`src/rtl/alu_exec_unit.sv`:
```
// RISC-V integer execute unit: base ALU ops in one pass plus iterative M-extension
// multiply (shift-add) and divide (restoring), one bit per cycle. XLEN is 32 or 64.
module alu_exec_unit #(
  parameter int XLEN = 32
) (
  input  logic            clk,
  input  logic            reset,
  input  logic            start,
  input  logic [1:0]      ALUOp,
  input  logic [2:0]      funct3,
  input  logic            funct7b5,
  input  logic            funct7b0,
  input  logic            opb5,
  input  logic [XLEN-1:0] srca,
  input  logic [XLEN-1:0] srcb,
  output logic            busy,
  output logic            done,
  output logic [XLEN-1:0] result,
  output logic            zero
);

  localparam int SHW = $clog2(XLEN);
  localparam int CW  = SHW + 1;
  localparam logic [CW-1:0] CNT_LAST = CW'(XLEN);
  localparam logic [CW-1:0] CNT_ONE  = {{(CW-1){1'b0}}, 1'b1};

  typedef enum logic [2:0] {
    IDLE  = 3'd0,
    BASIC = 3'd1,
    MUL   = 3'd2,
    DIV   = 3'd3,
    DONE  = 3'd4
  } state_t;

  state_t            state_r, state_s;
  logic [XLEN-1:0]   a_r, b_r, magb_r, result_r, res_s;
  logic [1:0]        aluop_r;
  logic [2:0]        f3_r;
  logic              f7b5_r, opb5_r;
  logic              qneg_r, rneg_r, dz_r, ovf_r;
  logic [2*XLEN-1:0] work_r, work_s;
  logic [CW-1:0]     cnt_r, cnt_s;
  logic              busy_r, done_r, zero_r, load_res_s;

  logic              accept_s, mop_in_s, sa_s, sb_s;
  logic [XLEN-1:0]   basic_s, mulres_s, divres_s;
  logic [SHW-1:0]    shamt_s;
  logic [XLEN:0]     sum_s, shift_s;
  logic [XLEN-1:0]   diff_s, quo_s, rem_s;
  logic [2*XLEN-1:0] mstep_s, dstep_s, prod_s;

  function automatic logic [XLEN-1:0] mag(input logic [XLEN-1:0] v, input logic sgn);
    if (sgn && v[XLEN-1]) mag = -v;
    else                  mag = v;
  endfunction

  assign accept_s = start && (state_r == IDLE);
  assign mop_in_s = (ALUOp == 2'b10) && opb5 && funct7b0;
  // operand signedness: mulh both, mulhsu only A, div/rem both, the rest unsigned
  assign sa_s = funct3[2] ? ~funct3[0] : ((funct3 == 3'b001) || (funct3 == 3'b010));
  assign sb_s = funct3[2] ? ~funct3[0] : (funct3 == 3'b001);

  // base ALU on the captured operands
  always_comb begin
    basic_s = {XLEN{1'b0}};
    shamt_s = b_r[SHW-1:0];
    case (aluop_r)
      2'b00: basic_s = a_r + b_r;
      2'b01: basic_s = a_r - b_r;
      2'b10: begin
        case (f3_r)
          3'b000: begin
            if (opb5_r && f7b5_r) basic_s = a_r - b_r;
            else                  basic_s = a_r + b_r;
          end
          3'b001: basic_s = a_r << shamt_s;
          3'b010: basic_s = {{(XLEN-1){1'b0}}, ($signed(a_r) < $signed(b_r))};
          3'b011: basic_s = {{(XLEN-1){1'b0}}, (a_r < b_r)};
          3'b100: basic_s = a_r ^ b_r;
          3'b101: begin
            if (f7b5_r) basic_s = $signed(a_r) >>> shamt_s;
            else        basic_s = a_r >> shamt_s;
          end
          3'b110: basic_s = a_r | b_r;
          3'b111: basic_s = a_r & b_r;
          default: basic_s = {XLEN{1'b0}};
        endcase
      end
      default: basic_s = {XLEN{1'b0}};
    endcase
  end

  // multiply/divide step and final sign-corrected result selection
  always_comb begin
    sum_s   = {1'b0, work_r[2*XLEN-1:XLEN]} + (work_r[0] ? {1'b0, magb_r} : {(XLEN+1){1'b0}});
    mstep_s = {sum_s, work_r[XLEN-1:1]};
    prod_s  = qneg_r ? -work_r : work_r;
    if (f3_r[1:0] == 2'b00) mulres_s = prod_s[XLEN-1:0];
    else                    mulres_s = prod_s[2*XLEN-1:XLEN];

    shift_s = {work_r[2*XLEN-1:XLEN], work_r[XLEN-1]};
    diff_s  = shift_s[XLEN-1:0] - magb_r;
    if (shift_s >= {1'b0, magb_r}) dstep_s = {diff_s, work_r[XLEN-2:0], 1'b1};
    else                           dstep_s = {shift_s[XLEN-1:0], work_r[XLEN-2:0], 1'b0};

    quo_s = qneg_r ? -work_r[XLEN-1:0] : work_r[XLEN-1:0];
    rem_s = rneg_r ? -work_r[2*XLEN-1:XLEN] : work_r[2*XLEN-1:XLEN];
    if (dz_r)            divres_s = f3_r[1] ? a_r : {XLEN{1'b1}};
    else if (ovf_r)      divres_s = f3_r[1] ? {XLEN{1'b0}} : a_r;
    else if (f3_r[1])    divres_s = rem_s;
    else                 divres_s = quo_s;
  end

  // next-state and iteration control
  always_comb begin
    state_s    = state_r;
    work_s     = work_r;
    cnt_s      = cnt_r;
    res_s      = result_r;
    load_res_s = 1'b0;
    case (state_r)
      IDLE: begin
        if (start) begin
          if (mop_in_s) state_s = funct3[2] ? DIV : MUL;
          else          state_s = BASIC;
          work_s = {{XLEN{1'b0}}, mag(srca, sa_s)};
          cnt_s  = {CW{1'b0}};
        end else begin
          state_s = IDLE;
        end
      end
      BASIC: begin
        state_s    = DONE;
        res_s      = basic_s;
        load_res_s = 1'b1;
      end
      MUL: begin
        if (cnt_r == CNT_LAST) begin
          state_s    = DONE;
          res_s      = mulres_s;
          load_res_s = 1'b1;
        end else begin
          work_s = mstep_s;
          cnt_s  = cnt_r + CNT_ONE;
        end
      end
      DIV: begin
        // divide-by-zero and signed overflow skip the iteration entirely
        if (dz_r || ovf_r || (cnt_r == CNT_LAST)) begin
          state_s    = DONE;
          res_s      = divres_s;
          load_res_s = 1'b1;
        end else begin
          work_s = dstep_s;
          cnt_s  = cnt_r + CNT_ONE;
        end
      end
      DONE:    state_s = IDLE;
      default: state_s = IDLE;
    endcase
  end

  // state, iteration and output registers
  always_ff @(posedge clk or posedge reset) begin
    if (reset) begin
      state_r  <= IDLE;
      work_r   <= {(2*XLEN){1'b0}};
      cnt_r    <= {CW{1'b0}};
      busy_r   <= 1'b0;
      done_r   <= 1'b0;
      result_r <= {XLEN{1'b0}};
      zero_r   <= 1'b1;
    end else begin
      state_r <= state_s;
      work_r  <= work_s;
      cnt_r   <= cnt_s;
      busy_r  <= (state_s == BASIC) || (state_s == MUL) || (state_s == DIV);
      done_r  <= (state_s == DONE);
      if (load_res_s) begin
        result_r <= res_s;
        zero_r   <= (res_s == {XLEN{1'b0}});
      end
    end
  end

  // operand and decode capture on an accepted start
  always_ff @(posedge clk or posedge reset) begin
    if (reset) begin
      a_r     <= {XLEN{1'b0}};
      b_r     <= {XLEN{1'b0}};
      magb_r  <= {XLEN{1'b0}};
      aluop_r <= 2'b00;
      f3_r    <= 3'b000;
      f7b5_r  <= 1'b0;
      opb5_r  <= 1'b0;
      qneg_r  <= 1'b0;
      rneg_r  <= 1'b0;
      dz_r    <= 1'b0;
      ovf_r   <= 1'b0;
    end else if (accept_s) begin
      a_r     <= srca;
      b_r     <= srcb;
      magb_r  <= mag(srcb, sb_s);
      aluop_r <= ALUOp;
      f3_r    <= funct3;
      f7b5_r  <= funct7b5;
      opb5_r  <= opb5;
      qneg_r  <= (sa_s && srca[XLEN-1]) ^ (sb_s && srcb[XLEN-1]);
      rneg_r  <= sa_s && srca[XLEN-1];
      dz_r    <= (srcb == {XLEN{1'b0}});
      ovf_r   <= funct3[2] && !funct3[0] && (srca == {1'b1, {(XLEN-1){1'b0}}})
                 && (srcb == {XLEN{1'b1}});
    end
  end

  assign busy   = busy_r;
  assign done   = done_r;
  assign result = result_r;
  assign zero   = zero_r;

endmodule

```
`config.mk`:
```
export PLATFORM = sky130hd
export DESIGN_NAME = alu_exec_unit
export DESIGN_NICKNAME = d
export VERILOG_FILES = /design/src/rtl/alu_exec_unit.sv
export SDC_FILE = /design/constraint.sdc
export NUM_CORES = 2
export LEC_CHECK = 0
export ABC_CLOCK_PERIOD_IN_PS = 8500
export CAP_MARGIN = 0
export CORE_ASPECT_RATIO = 1.2
export CORE_MARGIN = 2
export CORE_UTILIZATION = 30
export DETAILED_ROUTE_END_ITERATION = 7
export PLACE_DENSITY = 0.53
export RECOVER_POWER = 25
export SYNTH_ARGS = -nofsm -noshare
export SYNTH_HDL_FRONTEND = slang
export SYNTH_SLANG_ARGS = --single-unit
```
`constraint.sdc`:
```
create_clock -name clk -period 8.5 [get_ports clk]
set_input_delay 2.55 -clock clk [delete_from_list [all_inputs] [get_ports clk]]
set_output_delay 2.55 -clock clk [all_outputs]
set_load 0.05 [all_outputs]
```
After elaboration in Yosys (flattened, before gate mapping)

Cells that the tools add are included.

Bitwise logic cells: 5
Eq/ne operators: 25
Reductions and logical operators: 23
Magnitude comparators: 3
Muxes and demuxes: 39
Shift-type cells: 3
Add/subtract/negate cells: 10

Operator list:

| operator                                                        | count |
|---|---|
| 32-bit two-way mux                                              | 15 |
| 64-bit two-way mux                                              | 5 |
| 32-bit one-hot mux with 8 select lines                          | 1 |
| 32-bit one-hot mux with 3 select lines                          | 2 |
| 64-bit one-hot mux with 3 select lines                          | 1 |
| 32-bit negation                                                 | 4 |
| 32-bit == test, second input constant                           | 2 |
| 32-bit logical NOT                                              | 2 |
| 32-bit less-than comparator                                     | 2 |
| 64-bit negation                                                 | 1 |
| 32-bit subtractor                                               | 2 |
| 32-bit by 32-bit adder with 33-bit output                       | 1 |
| 33-bit by 32-bit >= comparator with 1-bit output                | 1 |
| 32-bit adder                                                    | 1 |
| 32-bit AND                                                      | 1 |
| 32-bit bitwise OR                                               | 1 |
| 32-bit by 5-bit << shifter with 32-bit output                   | 1 |
| 32-bit by 5-bit >> shifter with 32-bit output                   | 1 |
| 32-bit by 5-bit >>> shifter with 32-bit output                  | 1 |
| 32-bit bitwise XOR                                              | 1 |
| 3-bit by 2-bit == test with 1-bit output, second input constant | 7 |
| 6-bit two-way mux                                               | 3 |
| 6-bit one-hot mux with 3 select lines                           | 1 |
| 3-bit == test, second input constant                            | 5 |
| 20 further kinds                                                | 46 |

Register bits after elaboration: 215
Word-level logic and storage cells: 126
Output and inout bits: 35

Logic depth before layout (Yosys ltp)

Depth after elaboration: 9
Depth in mapped cells: 20
Mapped depth without buffers: 16

Worst setup path after synthesis

OpenSTA, ideal clock, no wires.

Path kind: register -> register
Start: register b_r[2]
End: register zero_r, in the netlist zero
Data required time: 8.414 ns
Data arrival time: 5.278 ns
Stages on the path, launching flop included: 21
Buffers on the path: 6
Clock period less this slack: 5.364 ns
Path slack: 3.136 ns
Cells stage by stage: dfrtp_1 clkbuf_1 inv_1 clkbuf_1 buf_1 clkbuf_1 clkbuf_1 ha_1 clkbuf_1 a211oi_1 nor4_1 o21a_1 or3_1 and4_1 o31ai_1 o2111ai_1 or4_1 or4_1 nor4b_2 nand3_1 o31ai_2

Word-level cells in the longest chain between the ends: 6
Elaborated cells on any way between the ends: 16
Those cells by class: add/sub (2); order compare (2); shift (3); mux (5); bitwise (3); reduce/logical (1)

Ends and longest elaborated chain:

| item                                     | line   | source |
|---|---|---|
| from (decl)                              | 36     | `logic [XLEN-1:0] a_r, b_r, magb_r, result_r, res_s;` |
| from (signal assigned)                   | 190    | `b_r <= {XLEN{1'b0}};` |
| from (signal assigned)                   | 202    | `b_r <= srcb;` |
| 32-bit adder (tied with other cells)     | 68, 74 |  |
| 32-bit two-way mux (on tied branches)    | 73, 81 |  |
| 32-bit one-hot mux with 8 select lines   | 71     | `case (f3_r)` |
| 32-bit one-hot mux with 3 select lines * | 67     | `case (aluop_r)` |
| 32-bit one-hot mux with 3 select lines * | 121    | `case (state_r)` |
| 32-bit logical NOT *                     | 181    | `zero_r <= (res_s == {XLEN{1'b0}});` |
| to (signal assigned)                     | 181    |  |
| to (decl)                                | 43     | `logic busy_r, done_r, zero_r, load_res_s;` |

Mark *: on every way between the ends. The rest lies on a longest branch, timed or not.
A chain may end at the register's enable or synchronous reset.

Worst setup path after layout

Start: register cnt_r[0]
End: register zero_r, in the netlist zero

Word-level cells in the longest chain between the ends: 5
Elaborated cells on any way between the ends: 9
Those cells by class: eq/ne (1); mux (6); reduce/logical (2)

Ends and longest elaborated chain:

| item                                   | line     | source |
|---|---|---|
| from (decl)                            | 42       | `logic [CW-1:0] cnt_r, cnt_s;` |
| from (signal assigned)                 | 168      | `cnt_r <= {CW{1'b0}};` |
| from (signal assigned)                 | 176      | `cnt_r <= cnt_s;` |
| 6-bit == test *                        | 138, 149 |  |
| 1-bit logical OR                       | 149      | `if (dz_r \|\| ovf_r \|\| (cnt_r == CNT_LAST)) begin` |
| 32-bit two-way mux                     | 149      |  |
| 32-bit one-hot mux with 3 select lines | 121      |  |
| 32-bit logical NOT                     | 181      |  |

Marked as above.

==> results.toml <==
[clock_network]
cts_made_buffers = 29
clockRootBuffer = "clkbuf_16"
cts_buffer_depth = 3
htree_levels = 1
cts_sinks = 214
clk_latency_ns = 0.62
cts_setup_buffers = 0
cts_hold_buf = 0
cts_resized = 0
clkTransAtPathRegs_ns = 0.06
cts_tree = "yes"

[sta]
layout_min_cycle_time_ns = 6.55
fin_skew_ns = 0.0420
max_freq_mhz = 153
worst_slew_pin_slew_ns = 1.54
drv_slew = 36
hold_viol = 0
rsz0062_at_grt = "no"
fin_tns_setup_ns = 0
post-route-period-util_pct = 77.1
holdWs_ns = 0.481
finalSetupViolCount = 0
worst_slew_margin_rel_pct = -2.69

[place]
portBuffers = 109
hpwl_um = 118000
gp_congestion = 1.04

[critical_path]
reg2reg_depth = 17
crit_slowest_cell = "nor3b_1"
crit_chain = "inv_1 > ha_1 > nor3b_1 > and2_0 > a32oi_2 > buf_4 > inv_1 > clkbuf_1 > o21ai_0 > a31oi_1 > o2111ai_1 > a221oi_1 > nand2_1 > a211o_1 > nor4b_2 > nand3_1 > o31ai_2"
reg2reg_from = "cnt_r[0]$_DFFE_PP0P_"
worst_path_largest_cell_delay_ns = 1.10
r2r_slack_ns = 1.95
critPathLaunchType = "register"
reg2reg_to = "zero$_DFFE_PP1P_"
endpoint = "zero$_DFFE_PP1P_"
cp-end-kind = "register"
cp.arrival_ns = 7.08
crit_fanout = 29
path_class = "register to register"
cp.required_ns = 9.02
cpMostUsedCell = "inv_1"
startpoint = "cnt_r[0]$_DFFE_PP0P_"

[drt]
wire_per_inst_um = 30.7
antenna_left = 0
first_pass_iters = 7
route.vias.total = 31116
routed_wirelength_um = 152000
drtIter0Drc = 4018
avgViaCountPerCell = 6.27
drcViolationCount = 0

[yosys]
syn_avg_cell_area_um2 = 7.38
synth_edf_count = 0
yosysTopAreaCellShare_pct = 19.2
synth_cells = 3768
ys_warn_count = 0
synth-seq-cells = 214
synthArstFlopShare_pct = 100
syn_area_mm2 = 0.0278
synth_ff_type = "dfrtp_1"
ys_seq_area_share_pct = 19.3
synth_top_area_cell = "dfrtp_1"
syn_nets = 4015
synth_cell_type_count = 92
synth_area_leaders = "dfrtp_1, ha_1, o21ai_0"

[final_layout]
syn_to_final_growth_pct = 11.8
drive_above_1_share_pct = 7.23
layout.nets = 3944
final_cell_mix = "nand2_1, o21ai_0, nor2_1"
final_common_cell = "nand2_1"

[floorplanning]
num_io_pins = 110
rows = 122
die_x_um = 282
fp.dieArea_mm2 = 0.0951
core_area_mm2 = 0.0920
start_util_pct = 30.2
die_y_um = 337

[hold_path]
min_path_type = "register to register"
hold_start = "magb_r[23]$_DFFE_PP0P_"

[grt]
grt_max_degree = 112
grt_pass1_wl_um = 218000
grt.overflow.total = 0
first_global_vias = 29589
antenna_found_initial = 11
grt_usage_pct = 31.3

[run_status]
status = "finished, violations left"
violations = "capacitance limit, slew limit"

[power]
peakVddDrop_uv = 205
p_leak_nw = 12.2
p_per_area_mw_per_mm2 = 529

[job]
drv_cap = 1
## synthesized netlist by cell type (14+ instances only)
cell type	instances
nand2_1	408
o21ai_0	403
nor2_1	322
a21oi_1	274
clkbuf_1	241
dfrtp_1	213
inv_1	181
ha_1	168
xnor2_1	143
mux2i_1	109
xor2_1	98
nor3_1	71
nand3_1	65
o31ai_1	57
o22ai_1	50
a211oi_1	49
mux4_2	47
nand2b_1	47
o211ai_1	47
nor4_1	41
nand4_1	40
a21o_1	39
a221oi_1	35
a31oi_1	35
nor2b_1	35
o221ai_1	34
a22oi_1	33
buf_1	33
o21bai_1	30
mux2_2	29
or3_1	29
o41ai_1	26
or4_1	25
a2111oi_0	21
a211o_1	21
o21a_1	21
or2_2	21
and3_1	14
buf_2	14
## critical path, delay by kind of cell, from the launching register on
family	cells	cell delay (ns)
buffers and inverters	4	1.53
and+or+nand+nor	5	2.31
AOI/OAI and AO/OA	7	2.03
adders and majority gates	1	0.13
DFF	1	0.43
## report_power, final
group	internal, mW	leakage (nW)	switching, mW
Sequential	1.46	2.68	1.12
Combinational	4.07	9.02	8.33
Clock	0.890	0.530	0.582
## final cells by class
type                            count  area, µm²
Fill cell                        9864      61000
Multi-Input combinational cell   3075      20600
Sequential cell                   214       5370
Timing Repair Buffer              189       1700
Tap cell                         1240       1550
Clock buffer                       36        812
Inverter                          188        713
Clock inverter                     18        287
Antenna cell                        1       2.50
## worst min-delay path by stage
stage	slack, ns	end	cells after the start
CTS	0.49	magb_r[23]$_DFFE_PP0P_	2
global placement	0.47	magb_r[14]$_DFFE_PP0P_	2
detailed placement	0.47	magb_r[23]$_DFFE_PP0P_	2
global route	0.51	magb_r[30]$_DFFE_PP0P_	2
finish	0.48	magb_r[23]$_DFFE_PP0P_	2
floorplan	0.45	magb_r[10]$_DFFE_PP0P_	2
## through the flow
stage	cell area [µm²]	utilization (%)	instances	setup WS, ns	power [mW]
after floorplan	27800	-	3768	0.101	10.0
final	31100	33.8	4961	1.95	16.5
after global placement	30000	32.6	4906	2.08	14.5
after CTS	31100	33.8	4960	2.67	16.0
after global routing	31100	33.8	4960	1.97	17.2
after detailed placement	30000	32.6	4906	2.04	14.5
## flip-flops by register name, indices dropped and copies added (netlist names), 2 cells and up
register and flops:
a_r 32, b_r 32, work_r 64, cnt_r 6, state_r 3, result 32, magb_r 31, aluop_r 2
f3_r 3
## routing by layer
layer  global-route usage, %  vias to the layer above  wire length, µm
li1                        -                    13710                -
met1                    38.4                    15149            58100
met2                    49.6                     1785            67400
met3                    4.37                      466            12700
met4                    23.7                        6            14000
met5                       0                        -               41
## logic make-up (layout without fill, tap and decap cells)
group	Yosys count	in the layout	share of synthesized area, %
xor gates and xnor gates	241	241	7.59
muxes	185	185	8.91
buffers and inverters	479	431	6.59
adders and majority gates	172	172	7.85
and+or+nand+nor	1178	1178	19.9
AOI/OAI and AO/OA	1299	1299	29.9
DFF	214	214	19.3
other	0	1	0
(Power assumes the default switching activity.)
